### config.mk
export PLATFORM = sky130hd
export DESIGN_NAME = multicycle_seq32_flat
export DESIGN_NICKNAME = d
export VERILOG_FILES = /design/src/rtl/multicycle_seq32_if.sv /design/src/rtl/multicycle_seq32.sv /design/src/flat_wrapper.sv
export SDC_FILE = /design/constraint.sdc
export NUM_CORES = 1
export LEC_CHECK = 0
export BUFFER_PORTS_ARGS = -buffer_cell sky130_fd_sc_hd__buf_2
export CAP_MARGIN = 15
export CELL_PAD_IN_SITES_DETAIL_PLACEMENT = 0
export CELL_PAD_IN_SITES_GLOBAL_PLACEMENT = 1
export CORE_MARGIN = 2
export CORE_UTILIZATION = 21
export DETAILED_ROUTE_END_ITERATION = 6
export GPL_TIMING_DRIVEN = 0
export PLACE_DENSITY_LB_ADDON = 0.1
export SYNTH_ARGS = -nofsm -noshare
export SYNTH_HDL_FRONTEND = slang
export SYNTH_SLANG_ARGS = --single-unit
### constraint.sdc
create_clock -name clock -period 1.78 [get_ports clock]
set_clock_uncertainty 0.05 [all_clocks]
set_input_delay 0.178 -clock clock [delete_from_list [all_inputs] [get_ports clock]]
set_output_delay 0.178 -clock clock [all_outputs]
set_load 0.01 [all_outputs]
### src/rtl/multicycle_seq32_if.sv
// rtl/multicycle_seq32_if.sv - decoder/datapath <-> sequencer signal bundle
interface multicycle_seq32_if;
    logic [5:0]  opcode;
    logic [5:0]  funct;
    logic [21:0] alu_result_high;
    logic        zero;
    logic        io_ready;
    logic        pc_write;
    logic [1:0]  pc_src;
    logic        ir_write;
    logic        reg_write;
    logic        mem_read;
    logic        mem_write;
    logic        io_read;
    logic        io_write;
    logic        io_err;
    logic [2:0]  state;

    modport master (
        input  opcode, funct, alu_result_high, zero, io_ready,
        output pc_write, pc_src, ir_write, reg_write, mem_read, mem_write,
               io_read, io_write, io_err, state
    );

    modport slave (
        output opcode, funct, alu_result_high, zero, io_ready,
        input  pc_write, pc_src, ir_write, reg_write, mem_read, mem_write,
               io_read, io_write, io_err, state
    );
endinterface

### src/rtl/multicycle_seq32.sv
// rtl/multicycle_seq32.sv - multi-cycle IF/ID/EX/MEM/WB sequencer, optional IO timeout via MC_IO_TIMEOUT_EN
module multicycle_seq32 #(
    parameter int          IO_TIMEOUT = 64,
    parameter logic [21:0] IO_PAGE    = 22'h3FFFFF
) (
    input  logic               clock,
    input  logic               rst_n,
    multicycle_seq32_if.master bus
);

    typedef enum logic [2:0] {
        S_IF     = 3'd0,
        S_ID     = 3'd1,
        S_EX     = 3'd2,
        S_MEM    = 3'd3,
        S_WB     = 3'd4,
        S_IOWAIT = 3'd5
    } state_t;

    localparam logic [5:0] OP_RTYPE = 6'h00;
    localparam logic [5:0] OP_J     = 6'h02;
    localparam logic [5:0] OP_JAL   = 6'h03;
    localparam logic [5:0] OP_BEQ   = 6'h04;
    localparam logic [5:0] OP_BNE   = 6'h05;
    localparam logic [5:0] OP_LW    = 6'h23;
    localparam logic [5:0] OP_SW    = 6'h2B;
    localparam logic [5:0] FN_JR    = 6'h08;

    state_t     state_q;
    state_t     state_d;
    logic       pc_write_c;
    logic [1:0] pc_src_c;
    logic       ir_write_c;
    logic       reg_write_c;
    logic       mem_read_c;
    logic       mem_write_c;
    logic       io_read_c;
    logic       io_write_c;
    logic       io_err_c;

    logic is_lw;
    logic is_sw;
    logic is_io;
    logic unused_cfg;

    assign is_lw      = (bus.opcode == OP_LW);
    assign is_sw      = (bus.opcode == OP_SW);
    assign is_io      = (bus.alu_result_high == IO_PAGE);
    assign unused_cfg = (IO_TIMEOUT > 0);

`ifdef MC_IO_TIMEOUT_EN
    localparam int CNT_W = (IO_TIMEOUT > 1) ? $clog2(IO_TIMEOUT) : 1;
    logic [CNT_W-1:0] io_cnt;
    logic             io_expired;
    assign io_expired = (io_cnt == CNT_W'(IO_TIMEOUT - 1));
`endif

    always_comb begin
        state_d     = S_IF;
        pc_write_c  = 1'b0;
        pc_src_c    = 2'd0;
        ir_write_c  = 1'b0;
        reg_write_c = 1'b0;
        mem_read_c  = 1'b0;
        mem_write_c = 1'b0;
        io_read_c   = 1'b0;
        io_write_c  = 1'b0;
        io_err_c    = 1'b0;
        case (state_q)
            S_IF: begin
                ir_write_c = 1'b1;
                pc_write_c = 1'b1;
                state_d    = S_ID;
            end
            S_ID: begin
                if (bus.opcode == OP_J) begin
                    pc_write_c = 1'b1;
                    pc_src_c   = 2'd2;
                end else if (bus.opcode == OP_RTYPE && bus.funct == FN_JR) begin
                    pc_write_c = 1'b1;
                    pc_src_c   = 2'd3;
                end else if (bus.opcode == OP_JAL) begin
                    // jal links $31 straight from ID, skipping EX
                    pc_write_c = 1'b1;
                    pc_src_c   = 2'd2;
                    state_d    = S_WB;
                end else begin
                    state_d = S_EX;
                end
            end
            S_EX: begin
                if ((bus.opcode == OP_BEQ && bus.zero) || (bus.opcode == OP_BNE && !bus.zero)) begin
                    pc_write_c = 1'b1;
                    pc_src_c   = 2'd1;
                end else if (is_lw || is_sw) begin
                    state_d = S_MEM;
                end else if (bus.opcode == OP_RTYPE || bus.opcode[5:3] == 3'b001) begin
                    state_d = S_WB;
                end
            end
            S_MEM: begin
                if (is_io) begin
                    io_read_c  = is_lw;
                    io_write_c = is_sw;
                    if (!bus.io_ready)
                        state_d = S_IOWAIT;
                    else if (is_lw)
                        state_d = S_WB;
                end else begin
                    mem_read_c  = is_lw;
                    mem_write_c = is_sw;
                    if (is_lw)
                        state_d = S_WB;
                end
            end
            S_IOWAIT: begin
                io_read_c  = is_lw;
                io_write_c = is_sw;
                if (bus.io_ready) begin
                    if (is_lw)
                        state_d = S_WB;
                end else begin
                    state_d = S_IOWAIT;
`ifdef MC_IO_TIMEOUT_EN
                    // abort: strobe withdrawn in the error cycle, lw never reaches WB
                    if (io_expired) begin
                        io_err_c   = 1'b1;
                        io_read_c  = 1'b0;
                        io_write_c = 1'b0;
                        state_d    = S_IF;
                    end
`endif
                end
            end
            S_WB: begin
                reg_write_c = 1'b1;
            end
            default: begin
                state_d = S_IF;
            end
        endcase
    end

    always_ff @(posedge clock or negedge rst_n) begin
        if (!rst_n)
            state_q <= S_IF;
        else
            state_q <= state_d;
    end

`ifdef MC_IO_TIMEOUT_EN
    always_ff @(posedge clock or negedge rst_n) begin
        if (!rst_n)
            io_cnt <= '0;
        else if (state_d == S_MEM)
            io_cnt <= '0;
        else if (state_q == S_IOWAIT)
            io_cnt <= io_cnt + CNT_W'(1);
    end
`endif

    // Gate with rst_n so every strobe drops the moment reset asserts
    assign bus.pc_write  = rst_n & pc_write_c;
    assign bus.pc_src    = rst_n ? pc_src_c : 2'd0;
    assign bus.ir_write  = rst_n & ir_write_c;
    assign bus.reg_write = rst_n & reg_write_c;
    assign bus.mem_read  = rst_n & mem_read_c;
    assign bus.mem_write = rst_n & mem_write_c;
    assign bus.io_read   = rst_n & io_read_c;
    assign bus.io_write  = rst_n & io_write_c;
    assign bus.io_err    = rst_n & io_err_c & unused_cfg;
    assign bus.state     = state_q;

endmodule

### src/flat_wrapper.sv
// flat-port wrapper written by rule: the top's interface ports become plain ports
module multicycle_seq32_flat 
#(
    parameter int          IO_TIMEOUT = 64,
    parameter logic [21:0] IO_PAGE    = 22'h3FFFFF
)
  (clock, rst_n, bus_opcode, bus_funct, bus_alu_result_high, bus_zero, bus_io_ready, bus_pc_write, bus_pc_src, bus_ir_write, bus_reg_write, bus_mem_read, bus_mem_write, bus_io_read, bus_io_write, bus_io_err, bus_state);
  multicycle_seq32_if bus_i ();
  input  logic clock;
  input  logic rst_n;
  input wire logic [$bits(bus_i.opcode)-1:0] bus_opcode;
  input wire logic [$bits(bus_i.funct)-1:0] bus_funct;
  input wire logic [$bits(bus_i.alu_result_high)-1:0] bus_alu_result_high;
  input wire logic [$bits(bus_i.zero)-1:0] bus_zero;
  input wire logic [$bits(bus_i.io_ready)-1:0] bus_io_ready;
  output wire logic [$bits(bus_i.pc_write)-1:0] bus_pc_write;
  output wire logic [$bits(bus_i.pc_src)-1:0] bus_pc_src;
  output wire logic [$bits(bus_i.ir_write)-1:0] bus_ir_write;
  output wire logic [$bits(bus_i.reg_write)-1:0] bus_reg_write;
  output wire logic [$bits(bus_i.mem_read)-1:0] bus_mem_read;
  output wire logic [$bits(bus_i.mem_write)-1:0] bus_mem_write;
  output wire logic [$bits(bus_i.io_read)-1:0] bus_io_read;
  output wire logic [$bits(bus_i.io_write)-1:0] bus_io_write;
  output wire logic [$bits(bus_i.io_err)-1:0] bus_io_err;
  output wire logic [$bits(bus_i.state)-1:0] bus_state;
  assign bus_i.opcode = bus_opcode;
  assign bus_i.funct = bus_funct;
  assign bus_i.alu_result_high = bus_alu_result_high;
  assign bus_i.zero = bus_zero;
  assign bus_i.io_ready = bus_io_ready;
  assign bus_pc_write = bus_i.pc_write;
  assign bus_pc_src = bus_i.pc_src;
  assign bus_ir_write = bus_i.ir_write;
  assign bus_reg_write = bus_i.reg_write;
  assign bus_mem_read = bus_i.mem_read;
  assign bus_mem_write = bus_i.mem_write;
  assign bus_io_read = bus_i.io_read;
  assign bus_io_write = bus_i.io_write;
  assign bus_io_err = bus_i.io_err;
  assign bus_state = bus_i.state;
  multicycle_seq32 #(.IO_TIMEOUT(IO_TIMEOUT), .IO_PAGE(IO_PAGE)) u_core (.clock(clock), .rst_n(rst_n), .bus(bus_i));
endmodule
== After elaboration in Yosys (flattened, before gate mapping) ==
Index checks and enable logic that the tools add are counted.
Widths: inputs -> output; s select.

* Register bits after elaboration: 3
* Input bits: 38
* Output and inout bits: 13
* Logic and storage cells: 62

* Eq/ne operators: 14
* Mux-type cells: 31
* Bitwise logic cells: 7
* Reduce and logical (&&, ||, !) cells: 9

{| class="wikitable"
|+ Operators by type and width
! kind !! count
|-
| $mux 3 || 9
|-
| $eq 22x22->1 const B || 1
|-
| $pmux 3 s5 || 1
|-
| $mux 1 || 13
|-
| $eq 6x2->1 const B || 2
|-
| $eq 6x3->1 const B || 2
|-
| $eq 6x6->1 const B || 2
|-
| $mux 2 || 4
|-
| $and 1x1->1 || 7
|-
| $eq 3x1->1 const B || 2
|-
| $eq 3x2->1 const B || 2
|-
| $eq 3x3->1 const B || 2
|-
| $eq 6x4->1 const B || 1
|-
| $logic_not 6->1 || 1
|-
| $pmux 1 s2 || 2
|-
| $pmux 2 s2 || 1
|-
| $logic_and 1x1->1 || 3
|-
| $logic_not 3->1 || 1
|-
| $logic_or 1x1->1 || 3
|-
| $pmux 1 s3 || 1
|-
| $logic_not 1->1 || 1
|}

== Depth between registers and ports, before layout ==
Gate-level depths: netlist of run 1.

* Depth after elaboration: 6
* Mapped depth: 5
* Depth with buffers taken out: 4

== Least setup slack after synthesis of run 1 ==
Ideal clock, no wire load.

* Kind: register to output
* Start point: reg u_core.state_q[2], in the netlist u_core.bus.state[2]
* End point: out bus_pc_write
* Data arrival time: 1413 ps
* Data required time: 1552 ps
* Setup slack: 139 ps
* Cell stages (with the launch flop): 6
* Path buffers: 1
* Cells stage by stage: dfrtp_1 -> buf_6 -> nor4b_1 -> nand4_1 -> a21o_1 -> a21oi_1

* Cells in the longest elaborated chain, start to end: 3
* Elaborated cells between the ends (all ways): 5
* Classes of those cells: eq/ne: 2; mux: 1; bitwise: 1; reduce/logical: 1

{| class="wikitable"
|+ Ends and longest elaborated chain
! what !! line !! text
|-
| from (decl) || multicycle_seq32.sv:29 || <nowiki>state_t state_q;</nowiki>
|-
| from (signal assigned) || multicycle_seq32.sv:148 || <nowiki>state_q <= state_d;</nowiki>
|-
| $eq 3x2->1, or another cell as far along || multicycle_seq32.sv:69 || <nowiki>case (state_q)</nowiki>
|-
| $pmux 1 s3 (*) || multicycle_seq32.sv:69 ||
|-
| $and 1x1->1 (*) || multicycle_seq32.sv:163 || <nowiki>assign bus.pc_write = rst_n & pc_write_c;</nowiki>
|-
| to (decl) || flat_wrapper.sv:16 || <nowiki>output wire logic [$bits(bus_i.pc_write)-1:0] bus_pc_write;</nowiki>
|}

Every way passes the cells marked *; elsewhere a longest branch is shown, timed or not.

== Worst setup path in the final report of run 1 ==
Same ends and word-level chain as after synthesis.

==> flow_summary.ini, run 1 <==
[clock_tree]
clk_path_buf_depth = 2
worstSkewPairLatency_ns = 0.24
cts-root-buf = clkbuf_4
ctsHtreeMaxLevel = 1
cts_tree = yes
clkSinkCount = 3
path_clk_slew_ns = 0.04
cts_inserted_buffers = 3

[timing]
setup_ws_ns = -0.0130
period_minus_slack_ns = 1.79
setup_violations = 1
rsz0062_at_grt = yes
hold_viol_final = 0
report.final.slew_viol_count = 0
post-route-period-util_pct = 101
fin_hold_ws_ns = 0.120
setup_tns_ns = -0.0130
fmax_mhz = 558

[cells_and_area]
largest_reg_flops = 3
antenna_cells = 0
fillers = 265
finish.net_count = 163
area_growth_syn_to_layout_pct = 76.8
instances_no_fill = 152
final_cell_area_um2 = 878
drive_gt1_share_pct = 58.1

[route]
wl_per_cell_um = 11.3
dr_total_vias = 744
routed_via_density = 4.89
routed_wl_um = 1720
drtIter0Drc = 10
drtPass1Iterations = 4
drc_errors = 0
postRouteAntennaNets = 0

[place]
post_dp_cell_area_um2 = 777
placed_cells = 145
io_buffer_count = 49
gp_congestion = 0.796
hpwlAfterDp_um = 1360
post-place-ws_ns = 0.0337

[floorplan]
dieArea_um2 = 2770
rows = 17
core_um2 = 2230
die_width_um = 52.6
start_util_pct = 22.2
die_y_um = 52.6
io_pins = 51

[setup_path]
cp_max_fo = 6
critPathLaunchType = flop
required_ns = 1.55
crit_path_max_incr_delay_ns = 0.38
critPathTopFamily = flip-flops
worstSetupPathType = reg -> out
crit_chain = buf_6, nor4b_4, nand4_1, a21o_1, a21oi_1, buf_2
cp_slowest_cell = dfrtp_1
cp.arrival_ns = 1.57
critPathCaptureType = output port
crit_buf_inv = 2

[synthesis]
synthDominantCellAreaShare_pct = 15.1
syn_area_per_cell_um2 = 7.30
synth_common_cells = nand4_1 (7), inv_1 (5), nand2_1 (5), nor3_1 (5)
yosys_warnings = 0
synthTopCellsByArea = dfrtp_1 (15%), nand4_1 (8.8%), nor3_1 (5.0%), nor4_1 (5.0%), buf_6 (4.5%)
syn-num-nets = 106
synth-async-reset-ratio_pct = 100
ys_ff_latch = 3
yosysMostFrequentCell = nand4_1
yosysUniqueCellTypes = 36
syn_area_um2 = 497
synthCells = 68
synth_edf_count = 0
synth_top_area_cell = dfrtp_1
synth-seq-area-share_pct = 15.1
ys.flop_type = dfrtp_1

[pwr]
leakage_nw = 0.436
ir_drop_uv = 404
powerDensity_nw_per_um2 = 741

[outcome]
outcome = finished, violations left
violations = negative setup slack

[grt]
antenna_found_initial = 0
grt-ovfl-total = 0
grt_pass1_wl_um = 2790
grt_use_total_pct = 13.7
grt_pass1_vias = 684
grt_max_degree = 11

[run]
cap_viol_max_count = 0

[worst_hold_path]
holdCritPathClass = in -> reg
-- path summary, 6_finish.rpt --
path	slack, ns	cells after the start	from	endpoint
min in group asynchronous	0.32	2	rst_n	u_core.bus.state[1]$_DFF_PN0_
max reg2reg	0.48	5	u_core.bus.state[1]$_DFF_PN0_	u_core.bus.state[2]$_DFF_PN0_
min	0.12	2	bus_io_ready	u_core.bus.state[0]$_DFF_PN0_
max in group asynchronous	1.21	2	rst_n	u_core.bus.state[0]$_DFF_PN0_
min reg2reg	0.66	3	u_core.bus.state[1]$_DFF_PN0_	u_core.bus.state[1]$_DFF_PN0_
max	-0.01	6	u_core.bus.state[2]$_DFF_PN0_	bus_pc_write
-- through the flow --
stage / total power, mW / util (%)
after global placement: 0.507 / 34.8
final: 0.651 / 39.3
after CTS: 0.651 / 38.5
after detailed placement: 0.505 / 34.8
after global routing: 0.703 / 39.3
after floorplan: 0.376 / -
-- layout make-up --
| cell class | count | area, um^2 | area share (%) |
|---|---|---|---|
| Buffer | 5 | 55.1 | 6.27 |
| Inverter | 5 | 18.8 | 2.14 |
| Timing Repair Buffer | 52 | 270 | 30.8 |
| Clock buffer | 4 | 26.3 | 2.99 |
| Sequential cell | 3 | 75.1 | 8.55 |
| Tap cell | 28 | 35.0 | 3.99 |
| Multi-Input combinational cell | 55 | 398 | 45.3 |
-- metal layers --
layer / global-route usage (%) / vias to the layer above / routed length, um
li1: - / 371 / -
met4: 10.3 / 0 / 36
met3: 1.71 / 5 / 125
met5: 0 / - / 0
met2: 21.7 / 32 / 831
met1: 16.6 / 336 / 730
-- where the power goes --
part,switching (mW),internal (mW),total [mW]
logic,0.204,0.212,0.417
registers,0.0194,0.0924,0.112
clock network,0.0381,0.0842,0.122
-- what timing repair did --
action                                  in CTS  in global routing
gates resized for setup                      5                  4
endpoints found under the setup margin       4                  7
hold buffers                                 1                  0
setup buffers                                2                  0
endpoints found under the hold margin        3                  0
pin swaps                                    3                  3
-- layout by cell type (no fill, tap or decap), types with 2 or more instances in the layout --
cell type / instances
buf_2: 50
nor3_1: 5
a21oi_1: 2
dfrtp_1: 3
nand3_1: 2
buf_4: 3
nand2_1: 4
nor4_1: 2
nand4_1: 7
nor4_2: 2
nand2_2: 2
buf_6: 2
and2b_2: 2
inv_1: 5
clkbuf_4: 3
nor2_1: 4
-- cell families (layout without fill, tap and decap cells) --
| family | after synthesis | count (layout) | share of synthesized area, % |
|---|---|---|---|
| AO/OA/AOI/OAI | 15 | 15 | 22.2 |
| flip-flops | 3 | 3 | 15.1 |
| AND/OR/NAND/NOR | 38 | 38 | 45.3 |
| XOR/XNOR | 1 | 1 | 1.76 |
| other | 1 | 1 | 0.755 |
| buffers and inverters | 10 | 66 | 14.9 |
-- worst reg2reg max path: stages, from the launching register on --
cell,delay (ns)
dfrtp_1,0.37
buf_6,0.14
and2b_2,0.21
o21ai_0,0.17
o31a_1,0.16
o211ai_2,0.08
Note: power is estimated with default switching activity, not from simulation.
==> run 2, diff against run 1 <==
Settings changed: CELL_PAD_IN_SITES_GLOBAL_PLACEMENT 1 to 2, CORE_ASPECT_RATIO set to 2, CORE_UTILIZATION 21 to 15, TNS_END_PERCENT set to 100.
==> run 2 against run 1 <==
Effect of this change:
- die area rose by 38%
- critical endpoint unchanged
- highest routed layer unchanged
- non-clock buffer count fell by 2
- sequential power hardly changed
- combinational power grew 2%
- register-to-register slack worse by 0.03 ns
- the run still ends with negative setup slack left
- worst hold slack better by 0.020 ns
- fmax decreased by 0.46%
- largest cell class unchanged
- global-route usage fell by 2.9 points
- power grew 13%
- clock power is 61% higher
==> flow_summary.ini, run 2 (synthesis results as in run 1) <==
[clock_tree]
worstSkewPairLatency_ns = 0.21
ctsHtreeMaxLevel = 1
cts_inserted_buffers = 3
cts_tree = yes
clk_path_buf_depth = 2
cts-root-buf = clkbuf_8
clkSinkCount = 3
path_clk_slew_ns = 0.03

[floorplan]
io_pins = 51
dieArea_um2 = 3820
start_util_pct = 15.7
core_um2 = 3160
rows = 29
die_y_um = 85.4
die_width_um = 44.7

[pwr]
combPwrFrac_pct = 58.2
leakage_nw = 0.441
ir_drop_uv = 369
p_int_mw = 0.455
power.share.clock_pct = 26.8
powerDensity_nw_per_um2 = 824
switching_share_pct = 38.0
pwr-share-seq_pct = 15.0
p_sw_mw = 0.279

[cells_and_area]
drive_gt1_share_pct = 56.6
finish.net_count = 161
final_cell_area_um2 = 891
area_growth_syn_to_layout_pct = 79.3
layout_common_cells = buf_2 (50), nand4_1 (7), inv_1 (5), nor3_1 (5)
fillers = 377
largest_reg_flops = 3
antenna_cells = 0
final_common_cell = buf_2

[worst_hold_path]
holdCritPathClass = in -> reg
min_path_cells = 2
min-delay-start = bus_io_ready

[route]
routed_wl_um = 1960
drc_errors = 0
wl_per_cell_um = 12.8
drtIter0Drc = 8
postRouteAntennaNets = 0
dr_total_vias = 730
drtPass1Iterations = 3
routed_via_density = 4.77

[setup_path]
cp.arrival_ns = 1.57
critPathCaptureType = output port
startpoint = u_core.bus.state[2]$_DFF_PN0_
worstRegToRegCells = 5
crit_path_max_incr_delay_ns = 0.37
required_ns = 1.55
worstSetupPathType = reg -> out
worstReg2RegStart = u_core.bus.state[2]$_DFF_PN0_
cp_max_fo = 9
crit_chain = buf_6, nor4b_4, nand4_1, a21o_1, a21oi_1, buf_2
crit_buf_inv = 2
cp_slowest_cell = dfrtp_1
cp.depth = 6
critPathTopFamily = simple AND/OR/NAND/NOR gates
critPathLaunchType = flop

[grt]
grt-ovfl-total = 0
grt_pass1_vias = 723
grt_max_degree = 11
antenna_found_initial = 0
grt_use_total_pct = 10.8
grt_pass1_wl_um = 3150

[timing]
setup_tns_ns = -0.0213
hold_viol_final = 0
rsz0062_at_grt = yes
period_minus_slack_ns = 1.80
setup_violations = 1
report.final.slew_viol_count = 0
fmax_mhz = 555
post-route-period-util_pct = 101
setup_ws_ns = -0.0213

[place]
hpwlAfterDp_um = 1650
gp_congestion = 0.774
post_dp_cell_area_um2 = 781
io_buffer_count = 49
post-place-ws_ns = -0.0203

[run]
cap_viol_max_count = 0

[outcome]
outcome = finished, violations left
violations = negative setup slack
## run 2: cell types whose count changed in the layout (fill, tap and decap cells not counted), sizes merged
cell	delta
buf	-2
## run 2: final cells by class
cell class                 instances  area (um^2)  share of cell area [%]
timing repair buffer              50          255                    28.7
multi-input combinational         55          403                    45.2
sequential                         3         75.1                    8.43
clock buffer                       4         45.0                    5.06
tap                               31         38.8                    4.35
buffer                             5         55.1                    6.18
inverter                           5         18.8                    2.11
## run 2: final timing paths
kind / to / slack [ns]
setup / recovery: bus_pc_write / -0.02
hold / removal: u_core.bus.state[0]$_DFF_PN0_ / 0.14
setup reg to reg: u_core.bus.state[2]$_DFF_PN0_ / 0.45
hold reg to reg: u_core.bus.state[1]$_DFF_PN0_ / 0.58
max in group asynchronous: u_core.bus.state[0]$_DFF_PN0_ / 1.17
min in group asynchronous: u_core.bus.state[1]$_DFF_PN0_ / 0.36
## run 2: metrics by stage
stage | utilization, % | cells | power, mW | hold WS (ns)
final | 28.2 | 153 | 0.734 | 0.141
after global routing | 28.2 | 153 | 0.792 | 0.147
after CTS | 27.4 | 153 | 0.736 | 0.131
after detailed placement | 24.7 | 148 | 0.516 | -0.0323
after global placement | 24.7 | 148 | 0.521 | -0.0357
after floorplan | - | 68 | 0.376 | -0.168
## run 2: worst reg2reg max path, cell delays in order, from the launching register on
cell and delay [ns]:
dfrtp_1 0.34, buf_6 0.14, and2b_2 0.24, o21ai_0 0.18, o31a_1 0.16, o211ai_2 0.09
## run 2: power groups by stage
stage                     clock (mW)  combinational [mW]  sequential (mW)
after detailed placement           0               0.405            0.111
final                          0.196               0.427            0.111
after global routing           0.206               0.472            0.114
after floorplan                    0               0.252            0.124
after CTS                      0.204               0.421            0.111
after global placement             0               0.410            0.111
## run 2: routing by layer
layer / up-vias / GRT usage [%] / wire (um)
li1: 367 / - / -
met1: 333 / 10.8 / 642
met2: 28 / 21.3 / 1200
met3: 2 / 0.638 / 109
met4: 0 / 4.13 / 6
met5: - / 0 / 0
## run 2: timing repair
item,CTS,global route
hold buffers,1,0
gates resized for setup,5,4
pin swaps,1,2
gates cloned,0,0
endpoints found under the hold margin,3,0
setup endpoints to repair,5,6
buffers inserted,0,0
